===== src/rtl/mem_ctrl_pkg.sv =====
// Shared memory-controller types: DIMM command encodings, bank-table entry and
// scheduler state, plus a saturating counter helper.
package mem_ctrl_pkg;

    localparam int MAX_ROW_BITS = 32;

    typedef enum logic [2:0] {
        CMD_READ      = 3'd0,
        CMD_WRITE     = 3'd1,
        CMD_ACTIVATE  = 3'd2,
        CMD_PRECHARGE = 3'd3,
        CMD_NOP       = 3'd7
    } cmd_t;

    typedef struct packed {
        logic                    open;
        logic [MAX_ROW_BITS-1:0] row;
    } bank_entry_t;

    typedef enum logic [2:0] {
        ST_IDLE,
        ST_PRE,
        ST_WAIT_PRE,
        ST_ACT,
        ST_WAIT_ACT,
        ST_COL,
        ST_WAIT_COL
    } sched_state_t;

    function automatic logic [31:0] sat_inc(input logic [31:0] v);
        return (v == 32'hFFFF_FFFF) ? v : v + 32'd1;
    endfunction

endpackage


===== src/rtl/bank_row_table.sv =====
// Open-row tracker: one {open,row} entry per bank, combinational lookup,
// single synchronous write port, cleared by reset.
module bank_row_table
    import mem_ctrl_pkg::*;
#(
    parameter int NUM_BANKS = 8,
    parameter int ROW_BITS  = 8,
    parameter int IDX_W     = $clog2(NUM_BANKS)
) (
    input  logic                clk_in,
    input  logic                rst_in,
    input  logic [IDX_W-1:0]    lookup_idx_in,
    input  logic [ROW_BITS-1:0] lookup_row_in,
    output logic                lookup_open_out,
    output logic                lookup_hit_out,
    input  logic                wr_en_in,
    input  logic                wr_open_in,
    input  logic [IDX_W-1:0]    wr_idx_in,
    input  logic [ROW_BITS-1:0] wr_row_in
);

    bank_entry_t table_w [NUM_BANKS];
    bank_entry_t sel;

    genvar gi;
    generate
        for (gi = 0; gi < NUM_BANKS; gi++) begin : g_entry
            bank_entry_t entry_q;
            bank_entry_t entry_d;

            always_comb begin
                entry_d = entry_q;
                if (wr_en_in && (wr_idx_in == IDX_W'(gi))) begin
                    entry_d.open = wr_open_in;
                    // Closing keeps the stale row; only the open bit matters then.
                    if (wr_open_in) begin
                        entry_d.row = MAX_ROW_BITS'(wr_row_in);
                    end
                end
            end

            always_ff @(posedge clk_in or posedge rst_in) begin
                if (rst_in) begin
                    entry_q <= '0;
                end else begin
                    entry_q <= entry_d;
                end
            end

            assign table_w[gi] = entry_q;
        end
    endgenerate

    assign sel             = table_w[lookup_idx_in];
    assign lookup_open_out = sel.open;
    assign lookup_hit_out  = sel.open && (sel.row == MAX_ROW_BITS'(lookup_row_in));

endmodule


===== src/rtl/bank_cmd_scheduler.sv =====
// In-order, single-outstanding DRAM command scheduler with open-page policy:
// issues PRECHARGE/ACTIVATE/READ/WRITE with latency spacing enforced.
module bank_cmd_scheduler
    import mem_ctrl_pkg::*;
#(
    parameter int ROW_BITS           = 8,
    parameter int COL_BITS           = 4,
    parameter int PADDR_BITS         = 64,
    parameter int BANK_GROUPS        = 4,
    parameter int BANKS_PER_GROUP    = 2,
    parameter int ACTIVATION_LATENCY = 8,
    parameter int PRECHARGE_LATENCY  = 5,
    parameter int BURST_GAP          = 8
) (
    input  logic                               clk_in,
    input  logic                               rst_in,
    input  logic                               req_valid_in,
    output logic                               req_ready_out,
    input  logic [PADDR_BITS-1:0]              req_addr_in,
    input  logic                               req_write_in,
    input  logic [511:0]                       req_data_in,
    output logic                               cmd_valid_out,
    output logic [2:0]                         cmd_out,
    output logic [$clog2(BANK_GROUPS)-1:0]     bg_out,
    output logic [$clog2(BANKS_PER_GROUP)-1:0] ba_out,
    output logic [ROW_BITS-1:0]                row_out,
    output logic [COL_BITS-1:0]                col_out,
    output logic [511:0]                       wdata_out,
    output logic [31:0]                        row_hits_out,
    output logic [31:0]                        row_conflicts_out
);

    localparam int BG_W      = $clog2(BANK_GROUPS);
    localparam int BA_W      = $clog2(BANKS_PER_GROUP);
    localparam int NUM_BANKS = BANK_GROUPS * BANKS_PER_GROUP;
    localparam int BA_LSB    = COL_BITS;
    localparam int BG_LSB    = BA_LSB + BA_W;
    localparam int ROW_LSB   = BG_LSB + BG_W;
    localparam int ADDR_TOP  = ROW_LSB + ROW_BITS;
    localparam int MAX_LAT   = (ACTIVATION_LATENCY > PRECHARGE_LATENCY)
                             ? ((ACTIVATION_LATENCY > BURST_GAP) ? ACTIVATION_LATENCY : BURST_GAP)
                             : ((PRECHARGE_LATENCY > BURST_GAP) ? PRECHARGE_LATENCY : BURST_GAP);
    localparam int CNT_W     = $clog2(MAX_LAT) + 1;

    generate
        if (ACTIVATION_LATENCY < 1 || PRECHARGE_LATENCY < 1 || BURST_GAP < 1) begin : g_bad_latency
            $error("bank_cmd_scheduler: latency parameters must be at least 1");
        end
    endgenerate

    sched_state_t        state_q, state_d;
    logic [CNT_W-1:0]    cnt_q, cnt_d;
    logic                ready_q, ready_d;
    logic                cmd_valid_q, cmd_valid_d;
    cmd_t                cmd_q, cmd_d;
    logic [BG_W-1:0]     bg_q, bg_d;
    logic [BA_W-1:0]     ba_q, ba_d;
    logic [ROW_BITS-1:0] row_q, row_d;
    logic [COL_BITS-1:0] col_q, col_d;
    logic                write_q, write_d;
    logic [511:0]        wdata_q, wdata_d;
    logic [31:0]         hits_q, hits_d;
    logic [31:0]         conflicts_q, conflicts_d;

    logic [BG_W-1:0]     addr_bg;
    logic [BA_W-1:0]     addr_ba;
    logic [ROW_BITS-1:0] addr_row;
    logic [COL_BITS-1:0] addr_col;
    logic                unused_addr_bits;
    logic                accept;
    logic                lookup_open, lookup_hit;
    logic                tbl_wr_en, tbl_wr_open;
    logic                issue;
    cmd_t                issue_cmd;

    assign addr_col         = req_addr_in[COL_BITS-1:0];
    assign addr_ba          = req_addr_in[BA_LSB +: BA_W];
    assign addr_bg          = req_addr_in[BG_LSB +: BG_W];
    assign addr_row         = req_addr_in[ROW_LSB +: ROW_BITS];
    assign unused_addr_bits = ^req_addr_in[PADDR_BITS-1:ADDR_TOP];
    assign accept           = req_valid_in && ready_q;

    bank_row_table #(
        .NUM_BANKS (NUM_BANKS),
        .ROW_BITS  (ROW_BITS)
    ) u_table (
        .clk_in          (clk_in),
        .rst_in          (rst_in),
        .lookup_idx_in   ({addr_bg, addr_ba}),
        .lookup_row_in   (addr_row),
        .lookup_open_out (lookup_open),
        .lookup_hit_out  (lookup_hit),
        .wr_en_in        (tbl_wr_en),
        .wr_open_in      (tbl_wr_open),
        .wr_idx_in       ({bg_q, ba_q}),
        .wr_row_in       (row_q)
    );

    always_comb begin
        state_d     = state_q;
        cnt_d       = cnt_q;
        ready_d     = 1'b0;
        cmd_valid_d = 1'b0;
        cmd_d       = CMD_NOP;
        bg_d        = bg_q;
        ba_d        = ba_q;
        row_d       = row_q;
        col_d       = col_q;
        write_d     = write_q;
        wdata_d     = wdata_q;
        hits_d      = hits_q;
        conflicts_d = conflicts_q;
        tbl_wr_en   = 1'b0;
        tbl_wr_open = 1'b0;
        issue       = 1'b0;
        issue_cmd   = CMD_NOP;

        case (state_q)
            ST_IDLE: begin
                if (accept) begin
                    bg_d    = addr_bg;
                    ba_d    = addr_ba;
                    row_d   = addr_row;
                    col_d   = addr_col;
                    write_d = req_write_in;
                    if (req_write_in) begin
                        wdata_d = req_data_in;
                    end
                    issue = 1'b1;
                    if (lookup_hit) begin
                        issue_cmd = req_write_in ? CMD_WRITE : CMD_READ;
                        hits_d    = sat_inc(hits_q);
                    end else if (!lookup_open) begin
                        issue_cmd = CMD_ACTIVATE;
                    end else begin
                        issue_cmd   = CMD_PRECHARGE;
                        conflicts_d = sat_inc(conflicts_q);
                    end
                end else begin
                    ready_d = 1'b1;
                end
            end
            // The wait counter loads when a command issues, so the issue cycle
            // itself counts toward the spacing.
            ST_PRE, ST_WAIT_PRE: begin
                tbl_wr_en = (state_q == ST_PRE);
                if (cnt_q == '0) begin
                    issue     = 1'b1;
                    issue_cmd = CMD_ACTIVATE;
                end else begin
                    cnt_d   = cnt_q - CNT_W'(1);
                    state_d = ST_WAIT_PRE;
                end
            end
            ST_ACT, ST_WAIT_ACT: begin
                tbl_wr_en   = (state_q == ST_ACT);
                tbl_wr_open = 1'b1;
                if (cnt_q == '0) begin
                    issue     = 1'b1;
                    issue_cmd = write_q ? CMD_WRITE : CMD_READ;
                end else begin
                    cnt_d   = cnt_q - CNT_W'(1);
                    state_d = ST_WAIT_ACT;
                end
            end
            ST_COL, ST_WAIT_COL: begin
                if (cnt_q == '0) begin
                    state_d = ST_IDLE;
                    ready_d = 1'b1;
                end else begin
                    cnt_d   = cnt_q - CNT_W'(1);
                    state_d = ST_WAIT_COL;
                end
            end
            default: begin
                state_d = ST_IDLE;
            end
        endcase

        if (issue) begin
            cmd_valid_d = 1'b1;
            cmd_d       = issue_cmd;
            case (issue_cmd)
                CMD_PRECHARGE: begin
                    state_d = ST_PRE;
                    cnt_d   = CNT_W'(PRECHARGE_LATENCY - 1);
                end
                CMD_ACTIVATE: begin
                    state_d = ST_ACT;
                    cnt_d   = CNT_W'(ACTIVATION_LATENCY - 1);
                end
                default: begin
                    state_d = ST_COL;
                    cnt_d   = CNT_W'(BURST_GAP - 1);
                end
            endcase
        end
    end

    always_ff @(posedge clk_in or posedge rst_in) begin
        if (rst_in) begin
            state_q     <= ST_IDLE;
            cnt_q       <= '0;
            ready_q     <= 1'b0;
            cmd_valid_q <= 1'b0;
            cmd_q       <= CMD_NOP;
            bg_q        <= '0;
            ba_q        <= '0;
            row_q       <= '0;
            col_q       <= '0;
            write_q     <= 1'b0;
            wdata_q     <= '0;
            hits_q      <= '0;
            conflicts_q <= '0;
        end else begin
            state_q     <= state_d;
            cnt_q       <= cnt_d;
            ready_q     <= ready_d;
            cmd_valid_q <= cmd_valid_d;
            cmd_q       <= cmd_d;
            bg_q        <= bg_d;
            ba_q        <= ba_d;
            row_q       <= row_d;
            col_q       <= col_d;
            write_q     <= write_d;
            wdata_q     <= wdata_d;
            hits_q      <= hits_d;
            conflicts_q <= conflicts_d;
        end
    end

    assign req_ready_out     = ready_q;
    assign cmd_valid_out     = cmd_valid_q;
    assign cmd_out           = cmd_q;
    assign bg_out            = bg_q;
    assign ba_out            = ba_q;
    assign row_out           = row_q;
    assign col_out           = col_q;
    assign wdata_out         = wdata_q;
    assign row_hits_out      = hits_q;
    assign row_conflicts_out = conflicts_q;

endmodule


===== config.mk =====
export PLATFORM = sky130hd
export DESIGN_NAME = bank_cmd_scheduler
export DESIGN_NICKNAME = d
export VERILOG_FILES = /design/src/rtl/mem_ctrl_pkg.sv /design/src/rtl/bank_row_table.sv /design/src/rtl/bank_cmd_scheduler.sv
export SDC_FILE = /design/constraint.sdc
export NUM_CORES = 1
export LEC_CHECK = 0
export ABC_AREA = 1
export CAP_MARGIN = 20
export CORE_AREA = 2 2 456 458
export DETAILED_ROUTE_END_ITERATION = 7
export DIE_AREA = 0 0 458 460
export GPL_TIMING_DRIVEN = 1
export SLEW_MARGIN = 0
export SYNTH_ARGS = -nofsm -noshare
export SYNTH_HDL_FRONTEND = slang
export SYNTH_SLANG_ARGS = --single-unit
export TNS_END_PERCENT = 20

===== constraint.sdc =====
create_clock -name clk_in -period 28.9 [get_ports clk_in]
set_input_delay 5.78 -clock clk_in [delete_from_list [all_inputs] [get_ports clk_in]]
set_output_delay 5.78 -clock clk_in [all_outputs]
set_load 0.05 [all_outputs]

==> flow_summary.toml <==
[status]
status = "finished clean"

[route]
drt_iter0_markers = 1928
drc = 0
ant_nets = 0
wl_microns = 146000
avgViaCountPerCell = 3.67
drt_pass1_iterations = 5
wire_per_inst_microns = 20.2
vias = 26400

[sta]
finalSetupViolCount = 0
slew_headroom = 0.189
hold_viol_final = 0
setup_ws_ps = 19440
min_period_over_period = 0.327
fin_crit_ps = 9460
fmax_mhz = 106
tns_ps = 0
grt_setup_unrepaired = "false"
tightest_slew_ps = 1220
drv_slew = 0
clock_skew_ps = 57.9

[clocking]
cts_resized = 0
htreeDepth = 3
cts.clk_slew.worst_paths_ps = 60
cts_buffers = 85
clock-sinks = 676
post_cts_buffers = 0
ctsHoldBuffers = 0
ctsLongestPathBuffers = 3
root_buffer = "clkbuf_16"
cts_tree = "done"
clkLatencyLatePin_ps = 750

[global_routing]
antenna_found_initial = 41
grt_max_degree = 168
grt_pass1_vias = 26300
use_met1 = 0.138
use_met3 = 0.0798
grt_busiest_layer = "met2"
grt_use_met2 = 0.207
overflow = 0
grt_pass1_wl_microns = 199000
grt_usage = 0.133

[synthesis]
yosys-top-cells-area = "dfrtp_1 61%, nand2_1 26%, buf_2 2.0%, o21ai_0 1.8%, inv_1 1.6%"
yosys.area.top_type_share = 0.606
yosys_warnings = 0
synthTopCellsByCount = "1945 x nand2_1, 673 x dfrtp_1, 116 x inv_1"
ys.flop_type = "dfrtp_1"
synth-edff-count = 0
syn-num-nets = 3892
syn_inst = 3309
netlist_area_sq_um = 27800
synth_most_common_cell = "nand2_1"
yosysSeqAreaShare = 0.608
synth_cell_types = 37
ys_async_sr_fraction = 1.00
synth-seq-cells = 676
yosysTopAreaCell = "dfrtp_1"
synth.avg_cell_area_sq_um = 8.40

[floorplan]
ioPinCount = 1176
die_area_sq_um = 211000
initial_core_util = 0.135
die_w_microns = 458
core_area_sq_um = 206000
rows = 167
die_height_microns = 460

[placed_design]
io_buffers = 1126
place.gp.congestion = 0.881
dp_slack_ps = 18580
dp_hpwl_microns = 116000

[finish]
multiInputGateArea_sq_um = 9660
register_area_sq_um = 16900
drive_gt1_frac = 0.0443
fin_util = 0.219
nNetsFinal = 4986
area_delta_synth_final_pct = 62.0
fill_cells = 22600

[power]
vdd_drop_max_uv = 57.0
p_leak_nw = 21.2
powerDensity_nw_per_um2 = 100

[critical_path]
crit_required_ps = 29550
path_class = "primary input to flop"
cp-end-kind = "flop"
start_kind = "primary input"
worstPathMaxFanout = 70
arrival_ps = 10120

[flow_run]
maxCapViolations = 0

[min_path]
hold_path_class = "flop to flop"
## layout by cell type (no fill, tap or decap), types with 3 or more instances in the layout
cell	instances
nor4_1	10
nand3_1	72
xor2_1	39
clkbuf_1	12
nor2_4	5
xnor2_1	14
inv_1	115
nand2_1	1945
inv_6	3
clkbuf_16	85
o21ai_0	99
o21ai_1	11
clkbuf_8	14
inv_2	6
clkdlybuf4s50_1	1124
clkinv_16	6
nor2_1	87
dfstp_2	3
dfrtp_1	673
nand3b_1	7
nor3_1	33
ha_1	3
a21oi_1	6
diode_2	16
nor2_2	3
bufinv_16	12
clkinv_2	15
clkinvlp_4	3
buf_4	23
nand4_1	16
clkinv_4	4
## logic make-up after synthesis
group,count (synthesis),share of synthesized area
adders and majority gates,3,0.00135
DFF,676,0.608
xor gates and xnor gates,53,0.0167
buffers and inverters,268,0.0443
and+or+nand+nor,2186,0.306
AOI/OAI and AO/OA,123,0.0231
## power by group
| group | switching, mW | total (mW) | internal [mW] | leakage (nW) |
|---|---|---|---|---|
| combinational | 1.38 | 1.96 | 0.571 | 10.7 |
| clock | 0.468 | 1.16 | 0.693 | 1.50 |
| sequential | 0.176 | 1.39 | 1.22 | 8.98 |
| total | 2.03 | 4.51 | 2.48 | 21.2 |
## final cells by class
cell class / count / share of cell area
Antenna cell: 16 / 0.000889
Tap cell: 2704 / 0.0751
Multi-Input combinational cell: 2365 / 0.214
Clock inverter: 44 / 0.0159
Clock buffer: 111 / 0.0525
Sequential cell: 676 / 0.376
Timing Repair Buffer: 1150 / 0.255
Inverter: 125 / 0.0109
## worst max-delay path: stages
cell	delay, ps
clkdlybuf4s50_1	450
nand2_1	180
nor2_4	570
inv_2	240
nor2_4	270
buf_4	390
buf_4	490
buf_4	540
buf_4	650
nand2_1	240
nand2_1	130
## final timing paths
path	start	to	slack, ps	cells past startpoint
max	req_valid_in	wdata_out[385]$_DFFE_PP0P_	19440	11
max reg2reg	state_q[0]$_DFFE_PP0P_	wdata_out[385]$_DFFE_PP0P_	24280	13
min reg2reg	wdata_out[280]$_DFFE_PP0P_	wdata_out[280]$_DFFE_PP0P_	470	2
min	wdata_out[280]$_DFFE_PP0P_	wdata_out[280]$_DFFE_PP0P_	470	2
max in group asynchronous	rst_in	wdata_out[127]$_DFFE_PP0P_	20370	5
min in group asynchronous	rst_in	wdata_out[371]$_DFFE_PP0P_	5600	2
## registers in the layout, summed over array words and instances (netlist names)
signal,count
row_conflicts_out,32
cnt_q,4
cmd_valid_out,1
write_q,1
u_table.g_entry.entry_q,72
ba_out,1
cmd_out,3
wdata_out,512
bg_out,2
req_ready_out,1
row_hits_out,32
row_out,8
state_q,3
col_out,4
## through the flow
| step | hold slack [ps] | instance area (sq um) | total power [mW] | instances |
|---|---|---|---|---|
| floorplan | 450 | 27800 | 2.49 | 3309 |
| global placement | 453 | 41900 | 3.36 | 7020 |
| detailed placement | 457 | 41900 | 3.38 | 7020 |
| CTS | 472 | 45000 | 4.58 | 7175 |
| global route | 485 | 45000 | 4.73 | 7187 |
| finish | 468 | 45000 | 4.51 | 7191 |
## layer usage
metal  up-vias  routed length [microns]
met5         -                      284
li1      12400                        -
met3       223                    20100
met2      1178                    65500
met4        24                     8480
met1     12600                    51200
Power figures use the tool's default switching activity.
